==> src/rtl/nand_cmd_sequencer.sv <==
// nand_cmd_sequencer
// Command source for the NAND flash controller. It turns start_w/start_r/start_e
// requests into 32-bit flash commands ({opcode, row}) with a one-cycle start_cmd
// strobe. It keeps separate write, read and erase row counters and waits for the
// controller's completion, a flash error or a timeout before issuing again.

module nand_cmd_sequencer #(
    parameter int unsigned PAGE_BITS   = 6,
    parameter logic [23:0] ROW_MAX     = 24'h01FFFF,
    parameter logic [23:0] TIMEOUT_CYC = 24'd2400000
) (
    input  logic        clk,
    input  logic        rst,
    input  logic        start_w,
    input  logic        start_r,
    input  logic        start_e,
    input  logic        end_write,
    input  logic        end_read,
    input  logic        end_erase,
    input  logic        flash_err,
    output logic [31:0] cmd,
    output logic        start_cmd,
    output logic        busy,
    output logic [1:0]  seq_state,
    output logic        err_timeout,
    output logic        err_flash,
    output logic [23:0] wr_row,
    output logic [23:0] rd_row,
    output logic [23:0] er_row
);

    typedef enum logic [1:0] {
        S_IDLE  = 2'd0,
        S_ISSUE = 2'd1,
        S_WAIT  = 2'd2
    } state_t;

    typedef enum logic [1:0] {
        OP_NONE  = 2'd0,
        OP_WRITE = 2'd1,
        OP_READ  = 2'd2,
        OP_ERASE = 2'd3
    } op_t;

    localparam logic [7:0]  OPC_WRITE = 8'h01;
    localparam logic [7:0]  OPC_READ  = 8'h02;
    localparam logic [7:0]  OPC_ERASE = 8'h03;
    localparam logic [23:0] ER_STEP   = 24'd1 << PAGE_BITS;
    localparam logic [23:0] TMO_LAST  = TIMEOUT_CYC - 24'd1;

    state_t      state;
    state_t      state_next;
    op_t         cur_op;
    op_t         sel_op;
    logic [31:0] sel_cmd;

    // Three-stage shift per request line: [0] and [1] synchronise, [2] holds
    // the previous synchronised level for the rising-edge detector.
    logic [2:0]  sync_w;
    logic [2:0]  sync_r;
    logic [2:0]  sync_e;
    logic        edge_w;
    logic        edge_r;
    logic        edge_e;

    logic        pend_w;
    logic        pend_r;
    logic        pend_e;
    logic        take_w;
    logic        take_r;
    logic        take_e;

    logic [23:0] tmo_cnt;
    logic        tmo_hit;
    logic        done_ok;
    logic        fault;

    logic [23:0] wr_row_nxt;
    logic [23:0] rd_row_nxt;
    logic [24:0] er_sum;
    logic [23:0] er_row_nxt;

    // Synchronise the asynchronous request levels into the clk domain.
    always_ff @(posedge clk or posedge rst) begin
        if (rst) begin
            sync_w <= '0;
            sync_r <= '0;
            sync_e <= '0;
        end else begin
            // NOTE: sequential state uses non-blocking assignments so every
            // stage samples the value from before this edge, which is what
            // makes the shift register shift instead of collapsing.
            sync_w <= {sync_w[1:0], start_w};
            sync_r <= {sync_r[1:0], start_r};
            sync_e <= {sync_e[1:0], start_e};
        end
    end

    assign edge_w = sync_w[1] & ~sync_w[2];
    assign edge_r = sync_r[1] & ~sync_r[2];
    assign edge_e = sync_e[1] & ~sync_e[2];

    // Pending flags: one request per type is remembered; a fresh edge wins
    // over the clear so a request landing on the issue cycle is not lost.
    always_ff @(posedge clk or posedge rst) begin
        if (rst) begin
            pend_w <= 1'b0;
            pend_r <= 1'b0;
            pend_e <= 1'b0;
        end else begin
            pend_w <= (pend_w & ~take_w) | edge_w;
            pend_r <= (pend_r & ~take_r) | edge_r;
            pend_e <= (pend_e & ~take_e) | edge_e;
        end
    end

    // Choose the next command from the pending flags: erase > write > read.
    always_comb begin
        // NOTE: every signal driven here gets a default first, so no path
        // leaves it unassigned and no latch is inferred.
        sel_op  = OP_NONE;
        sel_cmd = cmd;
        take_w  = 1'b0;
        take_r  = 1'b0;
        take_e  = 1'b0;
        if (state == S_IDLE) begin
            if (pend_e) begin
                sel_op  = OP_ERASE;
                sel_cmd = {OPC_ERASE, er_row};
                take_e  = 1'b1;
            end else if (pend_w) begin
                sel_op  = OP_WRITE;
                sel_cmd = {OPC_WRITE, wr_row};
                take_w  = 1'b1;
            end else if (pend_r) begin
                sel_op  = OP_READ;
                sel_cmd = {OPC_READ, rd_row};
                take_r  = 1'b1;
            end
        end
    end

    // Completion decode while waiting: flash_err beats a matching end, and a
    // timeout only counts when neither arrived on that cycle.
    always_comb begin
        fault   = 1'b0;
        done_ok = 1'b0;
        tmo_hit = 1'b0;
        if (state == S_WAIT) begin
            fault = flash_err;
            if (!flash_err) begin
                unique case (cur_op)
                    OP_WRITE: done_ok = end_write;
                    OP_READ:  done_ok = end_read;
                    OP_ERASE: done_ok = end_erase;
                    default:  done_ok = 1'b0;
                endcase
                tmo_hit = !done_ok && (tmo_cnt == TMO_LAST);
            end
        end
    end

    // Next-state logic for the IDLE -> ISSUE -> WAIT -> IDLE loop.
    always_comb begin
        state_next = state;
        unique case (state)
            S_IDLE:  if (sel_op != OP_NONE) state_next = S_ISSUE;
            S_ISSUE: state_next = S_WAIT;
            S_WAIT:  if (fault || done_ok || tmo_hit) state_next = S_IDLE;
            default: state_next = S_IDLE;
        endcase
    end

    // State register.
    always_ff @(posedge clk or posedge rst) begin
        if (rst) state <= S_IDLE;
        else     state <= state_next;
    end

    // Latch the chosen command and remember its type for completion matching.
    always_ff @(posedge clk or posedge rst) begin
        if (rst) begin
            cmd    <= '0;
            cur_op <= OP_NONE;
        end else if (sel_op != OP_NONE) begin
            cmd    <= sel_cmd;
            cur_op <= sel_op;
        end
    end

    // Timeout counter: cleared on issue, counts in WAIT, holds at terminal count.
    always_ff @(posedge clk or posedge rst) begin
        if (rst) begin
            tmo_cnt <= '0;
        end else if (state == S_ISSUE) begin
            tmo_cnt <= '0;
        end else if (state == S_WAIT && tmo_cnt != TMO_LAST) begin
            tmo_cnt <= tmo_cnt + 24'd1;
        end
    end

    // Row increments with wrap to 0 past ROW_MAX; the erase sum is one bit
    // wider so a step past the top of the 24-bit space still compares right.
    always_comb begin
        wr_row_nxt = (wr_row >= ROW_MAX) ? 24'd0 : wr_row + 24'd1;
        rd_row_nxt = (rd_row >= ROW_MAX) ? 24'd0 : rd_row + 24'd1;
        er_sum     = {1'b0, er_row} + {1'b0, ER_STEP};
        er_row_nxt = (er_sum > {1'b0, ROW_MAX}) ? 24'd0 : er_sum[23:0];
    end

    // Advance only the counter of the operation that completed cleanly;
    // faults and timeouts leave the row in place so it is retried.
    always_ff @(posedge clk or posedge rst) begin
        if (rst) begin
            wr_row <= '0;
            rd_row <= '0;
            er_row <= '0;
        end else if (done_ok) begin
            unique case (cur_op)
                OP_WRITE: wr_row <= wr_row_nxt;
                OP_READ:  rd_row <= rd_row_nxt;
                OP_ERASE: er_row <= er_row_nxt;
                default:  ;
            endcase
        end
    end

    // Sticky error flags, cleared only by reset.
    always_ff @(posedge clk or posedge rst) begin
        if (rst) begin
            err_timeout <= 1'b0;
            err_flash   <= 1'b0;
        end else begin
            if (tmo_hit) err_timeout <= 1'b1;
            if (fault)   err_flash   <= 1'b1;
        end
    end

    assign start_cmd = (state == S_ISSUE);
    assign busy      = (state != S_IDLE);
    assign seq_state = state;

endmodule

==> config.mk <==
export PLATFORM = sky130hd
export DESIGN_NAME = nand_cmd_sequencer
export DESIGN_NICKNAME = d
export VERILOG_FILES = /design/src/rtl/nand_cmd_sequencer.sv
export SDC_FILE = /design/constraint.sdc
export NUM_CORES = 1
export LEC_CHECK = 0
export BUFFER_PORTS_ARGS = -buffer_cell sky130_fd_sc_hd__buf_2
export CORE_ASPECT_RATIO = 0.75
export CORE_MARGIN = 4
export CORE_UTILIZATION = 55
export DETAILED_ROUTE_END_ITERATION = 12
export PLACE_DENSITY = 0.88
export SLEW_MARGIN = 0
export SYNTH_ARGS = -nofsm -noshare
export SYNTH_HDL_FRONTEND = slang
export SYNTH_SLANG_ARGS = --single-unit
==> constraint.sdc <==
create_clock -name clk -period 4.75 [get_ports clk]
set_input_delay 0.2375 -clock clk [delete_from_list [all_inputs] [get_ports clk]]
set_output_delay 0.2375 -clock clk [all_outputs]
set_load 0.02 [all_outputs]
---- Word level (Yosys, flattened, before mapping) ----
Cells that the tools add are included.
word-level totals
  flip-flop bits (word level) ............. 146
  latch bits .............................. 0
  memory bits (writable) .................. 0
  ROM bits ................................ 0
  bits of input ports ..................... 9
  output and inout bits ................... 110
  logic and storage cells ................. 93
  memories kept ........................... 0
cells by class
  add/sub/neg operators ................... 4
  $mul .................................... 0
  div/mod/pow operators ................... 0
  $lt $le $gt $ge ......................... 3
  equality and inequality tests ........... 9
  shift operators ......................... 0
  muxes and demuxes ....................... 32
  bitwise operators ....................... 15
  reduce and logical (&&, ||, !) cells .... 15
operator list
  kind                     count
  $mux W24                 5
  $mux W32                 3
  $add A24 B1 Y24 const B  3
  $ge A24 B17 Y1 const B   2
  $add A24 B7 Y25 const B  1
  $gt A25 B17 Y1 const B   1
  $eq A24 B22 Y1 const B   1
  $ne A24 B22 Y1 const B   1
  $mux W1                  16
  $mux W2                  6
  $reduce_and A2 Y1        4
  $and A1 B1 Y1            6
  $eq A2 B2 Y1 const B     3
  $not A1 Y1               6
  $pmux W2 S3              1
  $reduce_bool A2 Y1       3
  $eq A2 B1 Y1 const B     2
  $ne A2 B1 Y1 const B     2
  $or A1 B1 Y1             3
  $pmux W1 S3              1
  $reduce_and A3 Y1        1
  $reduce_bool A3 Y1       1
  $logic_and A1 B1 Y1      2
  $logic_not A2 Y1         1
  other kinds (2)          3

---- Depth between registers and ports, before layout ----
  depth in word-level cells ............... 11
  gate-level depth with buffers ........... 8
  mapped depth without buffers ............ 7

---- Worst setup path after synthesis ----
Ideal clock, no wire load.
  path type ............................... reg2reg
  start ................................... register er_row[6]
  end ..................................... register er_row[9]
  library setup time ...................... 0.076 ns
  data arrival time ....................... 2.200 ns
  required time ........................... 4.674 ns
  path slack .............................. 2.474 ns
  stages on the path, launching flop included .. 7
  buffers on the path ..................... 0
  period minus slack after synthesis ...... 2.276 ns
  cells stage by stage .................... dfrtp_1 > ha_1 > nand3_2 > nor4_4 > mux2_1 > or3_1 > o21ai_1
on the way
  longest elaborated chain between the ends .. 3
RTL lines
  item                    RTL line  text
  start, declared         29        output logic [23:0] er_row
  start signal, assigned  222       OP_ERASE: er_row <= er_row_nxt;
  $add A24 B7 Y25 *       207       er_sum = {1'b0, er_row} + {1'b0, ER_STEP};
  $gt A25 B17 Y1          208       er_row_nxt = (er_sum > {1'b0, ROW_MAX}) ? 24'd0 : er_sum[23:0];
  $mux W24 *              208
Every way passes the cells marked *; elsewhere a longest branch is shown, timed or not.
A chain may end at the register's enable or synchronous reset.

---- Final worst setup path ----
  start ................................... register wr_row[0]
  end ..................................... register wr_row[13]
on the way
  longest elaborated chain between the ends .. 2
  elaborated cells on any way between the ends .. 3
  classes of those cells .................. add/sub: 1; order compare: 1; mux: 1
RTL lines
  item                                                      RTL line  text
  start, declared                                           27        output logic [23:0] wr_row,
  start signal, assigned                                    220       OP_WRITE: wr_row <= wr_row_nxt;
  $add A24 B1 Y24 / $ge A24 B17 Y1 (equally long branches)  205       wr_row_nxt = (wr_row >= ROW_MAX) ? 24'd0 : wr_row + 24'd1;
  $mux W24 *                                                205
Marks and branches as above.

==> summary.txt <==
Clocking
  – CTS buffer count: 17
  – Resize count post-CTS: 0
  – H-tree Lvls: 4
  – CTS Hold Bufs: 4
  – Clock tree buffer depth: 2
  – Setup repair bufs after CTS: 0
  – CTS root buffer: clkbuf_16
  – CTS tree: built
  – Reg clk slew, reported paths: approximately 0.060 ns
  – Clock latency at the later pin of the worst-skew pair: between 0.4 and 0.5 ns
  – Total clock sinks: ~130

GRT
  – GRT Util Overall: 0.2408
  – Grt total ovfl: 0
  – Initial antenna violation count: 1
  – Vias in the first global route: between 5k and 6k
  – First-pass GRT wire length: roughly 27000 microns
  – Largest net degree at the start of global routing: just over 60

Route
  – DRC Markers: 0
  – Vias: ~5.8k
  – WL per Instance: between 15 and 20 microns
  – ANT nets after route: 0
  – Vias per cell: 5.960
  – Pre-Repair DR Iteration Count: 5
  – Iter 0 DRT Violations: a little over 500
  – Wirelength, routed: ~17000 microns

Final layout
  – Fillcell total: between 900 and 1k
  – Area of the multi-input gates: ~0.0031 sq mm
  – Layout cells sized above 1: 0.2106
  – Antenna diodes: 0
  – Nets: 812
  – Synth-to-Final Area Change: 18.74%
  – Storage cell area: about 0.0034 sq mm

Synthesis
  – Cell variety after synth: between 60 and 70
  – Post-Syn Area per Cell: 9.633 sq um
  – Commonest cells in the synthesized netlist: dfrtp_1 (134), nand2_1 (82), nor2_1 (80)
  – Area contributors post-synth: dfrtp_1 (50%), nand2_1 (4.6%), nor2_1 (4.5%)
  – Most common cell in the synthesized netlist: dfrtp_1
  – Cell count after synthesis: between 600 and 700
  – Ys flop type: dfrtp_1
  – Yosys top cell by area: dfrtp_1
  – Sequential area share after synthesis: 0.4987
  – Synth Warn #: 0
  – Top cell type's share of synthesized area: 0.4987
  – Synthesized flop and latch total: approximately 130
  – Post-synth EDFFs: 0
  – Synthesized area: about 0.0067 sq mm
  – Synth async-reset ratio: 1.000

Timing
  – Hold WS: approximately 0.09 ns
  – Final setup TNS: 0 ns
  – Slew headroom: 0.4849
  – Fmax: slightly below 0.4 GHz
  – Pins Over Slew Limit: 0
  – RSZ-0062 raised after global routing: false
  – Final Skew: around 0.0091 ns
  – Final setup vio count: 0
  – Final hold viol count: 0
  – Minimum clock period: about 2.6 ns
  – Period Utilization, post-route: 0.5423
  – Measured slew at the worst slew-check pin: around 0.77 ns

Die
  – Ports: about 120
  – Die width: 135.7 microns
  – Num rows: 34
  – Die area: 0.01408 sq mm
  – Die Ht: slightly above 100 microns
  – Starting Density: 0.5706
  – Core Area: about 0.012 sq mm

Setup path
  – Critical Path RT: 5.01 ns
  – Critical path type: reg2reg
  – Critical path endpoint category: register
  – Worst EP arrival: roughly 2.8 ns
  – Reg-to-reg startpoint: wr_row[0]$_DFFE_PP0P_
  – Critical path peak fanout: 16
  – Worst setup SP type: register
  – CP startpoint: wr_row[0]$_DFFE_PP0P_

Hold path
  – Hold WC Path Type: in2reg
  – Hold Startpoint: flash_err

Placement
  – # port buffers: between 100 and 150
  – RD Place Congestion: 0.9160
  – DP HPWL: between 10000 and 15000 microns

Power
  – Sw Share: 0.3257
  – Sw Pwr: approximately 0.0011 W
  – Clk pwr share: 0.396
  – Internal: ~0.0023 W
  – Comb pwr share: 0.216
  – Sequential share of power: 0.388
  – Power per cell area: around 440 mW/mm^2
  – Leakage: slightly below 4 nW
  – Peak supply drop: roughly 400 uV

Status
  – Outcome: complete, no violations

Run
  – Maxcap violations: 0
## registers in the layout, indices dropped and copies added (netlist names)
signal       count
pend_w           1
cmd             26
seq_state        2
sync_w           3
pend_e           1
er_row          18
cur_op           2
err_timeout      1
sync_e           3
rd_row          24
err_flash        1
pend_r           1
wr_row          24
sync_r           3
tmo_cnt         24
## worst max-delay path: stages (launching register included)
cell,delay [ns]
dfrtp_1,0.44
ha_1,0.21
and3_1,0.20
nand3_1,0.19
o41ai_2,0.65
and2_1,0.61
nor2_1,0.12
## worst paths after layout
path	endpoint	slack (ns)	cells after the start
worst max-delay path	wr_row[13]$_DFFE_PP0P_	2.17	6
min in group asynchronous	rd_row[16]$_DFFE_PP0P_	0.37	3
max in group asynchronous	tmo_cnt[1]$_DFFE_PP0P_	3.33	4
worst min-delay path	seq_state[1]$_DFFE_PP0P_	0.09	2
worst max register to register	wr_row[13]$_DFFE_PP0P_	2.17	6
worst min register to register	sync_r[1]$_DFF_PP0_	0.35	0
## through the flow
step	setup WS (ns)	instances	area [sq um]	utilization	total power (W)
after detailed placement	2.245	938	7313	0.6206	0.002100
after floorplan	0.9297	709	6765	-	0.001912
after global routing	1.956	974	7984	0.6775	0.003643
final	2.174	974	7984	0.6775	0.003480
after CTS	2.201	974	7984	0.6775	0.003493
after global placement	2.361	938	7313	0.6206	0.002093
## cells by family (layout without fill, tap and decap cells)
kind of cell,after synthesis,after routing,synth area share
AO/OA/AOI/OAI,150,150,0.1414
XOR/XNOR,25,25,0.03256
adder cells (fa/ha/maj),4,4,0.007444
buffers and inverters,58,161,0.04336
flip-flops,134,134,0.4987
multiplexers,31,31,0.04652
other,1,12,0.0005577
AND/OR/NAND/NOR,295,295,0.2294
## power groups by stage
stage               Clock, W  Combinational (W)  Sequential, W
floorplan                  0           0.000518        0.00139
global placement           0           0.000734        0.00136
detailed placement         0           0.000737        0.00136
CTS                  0.00140           0.000750        0.00135
global route         0.00145           0.000832        0.00136
finish               0.00138           0.000751        0.00135
## cell usage in the layout (no fill, tap or decap), types with 14 or more instances in the layout
cell type / count
dfrtp_1: 134
buf_2: 106
nand2_1: 82
nor2_1: 80
o21ai_0: 56
a21oi_1: 37
mux2i_1: 29
nand3_1: 27
clkbuf_16: 17
and3_1: 15
nand4_1: 15
xor2_1: 15
nor3_1: 14
## layer usage
layer	track usage	vias to the layer above	wire length, microns
li1	-	2672	-
met1	0.3665	2790	7420
met2	0.3402	314	7240
met3	0.05911	27	1621
met4	0.07338	2	278
met5	0	-	13
## layout make-up
class | instances | area share
flip-flops and latches | 134 | 0.4200
multi-input cells | 517 | 0.3926
repair buffers | 115 | 0.07616
clock buffers | 17 | 0.05328
clock inverters | 15 | 0.02570
well taps | 162 | 0.02539
inverters | 14 | 0.006895
No activity file was read; power rests on OpenSTA's default activity.
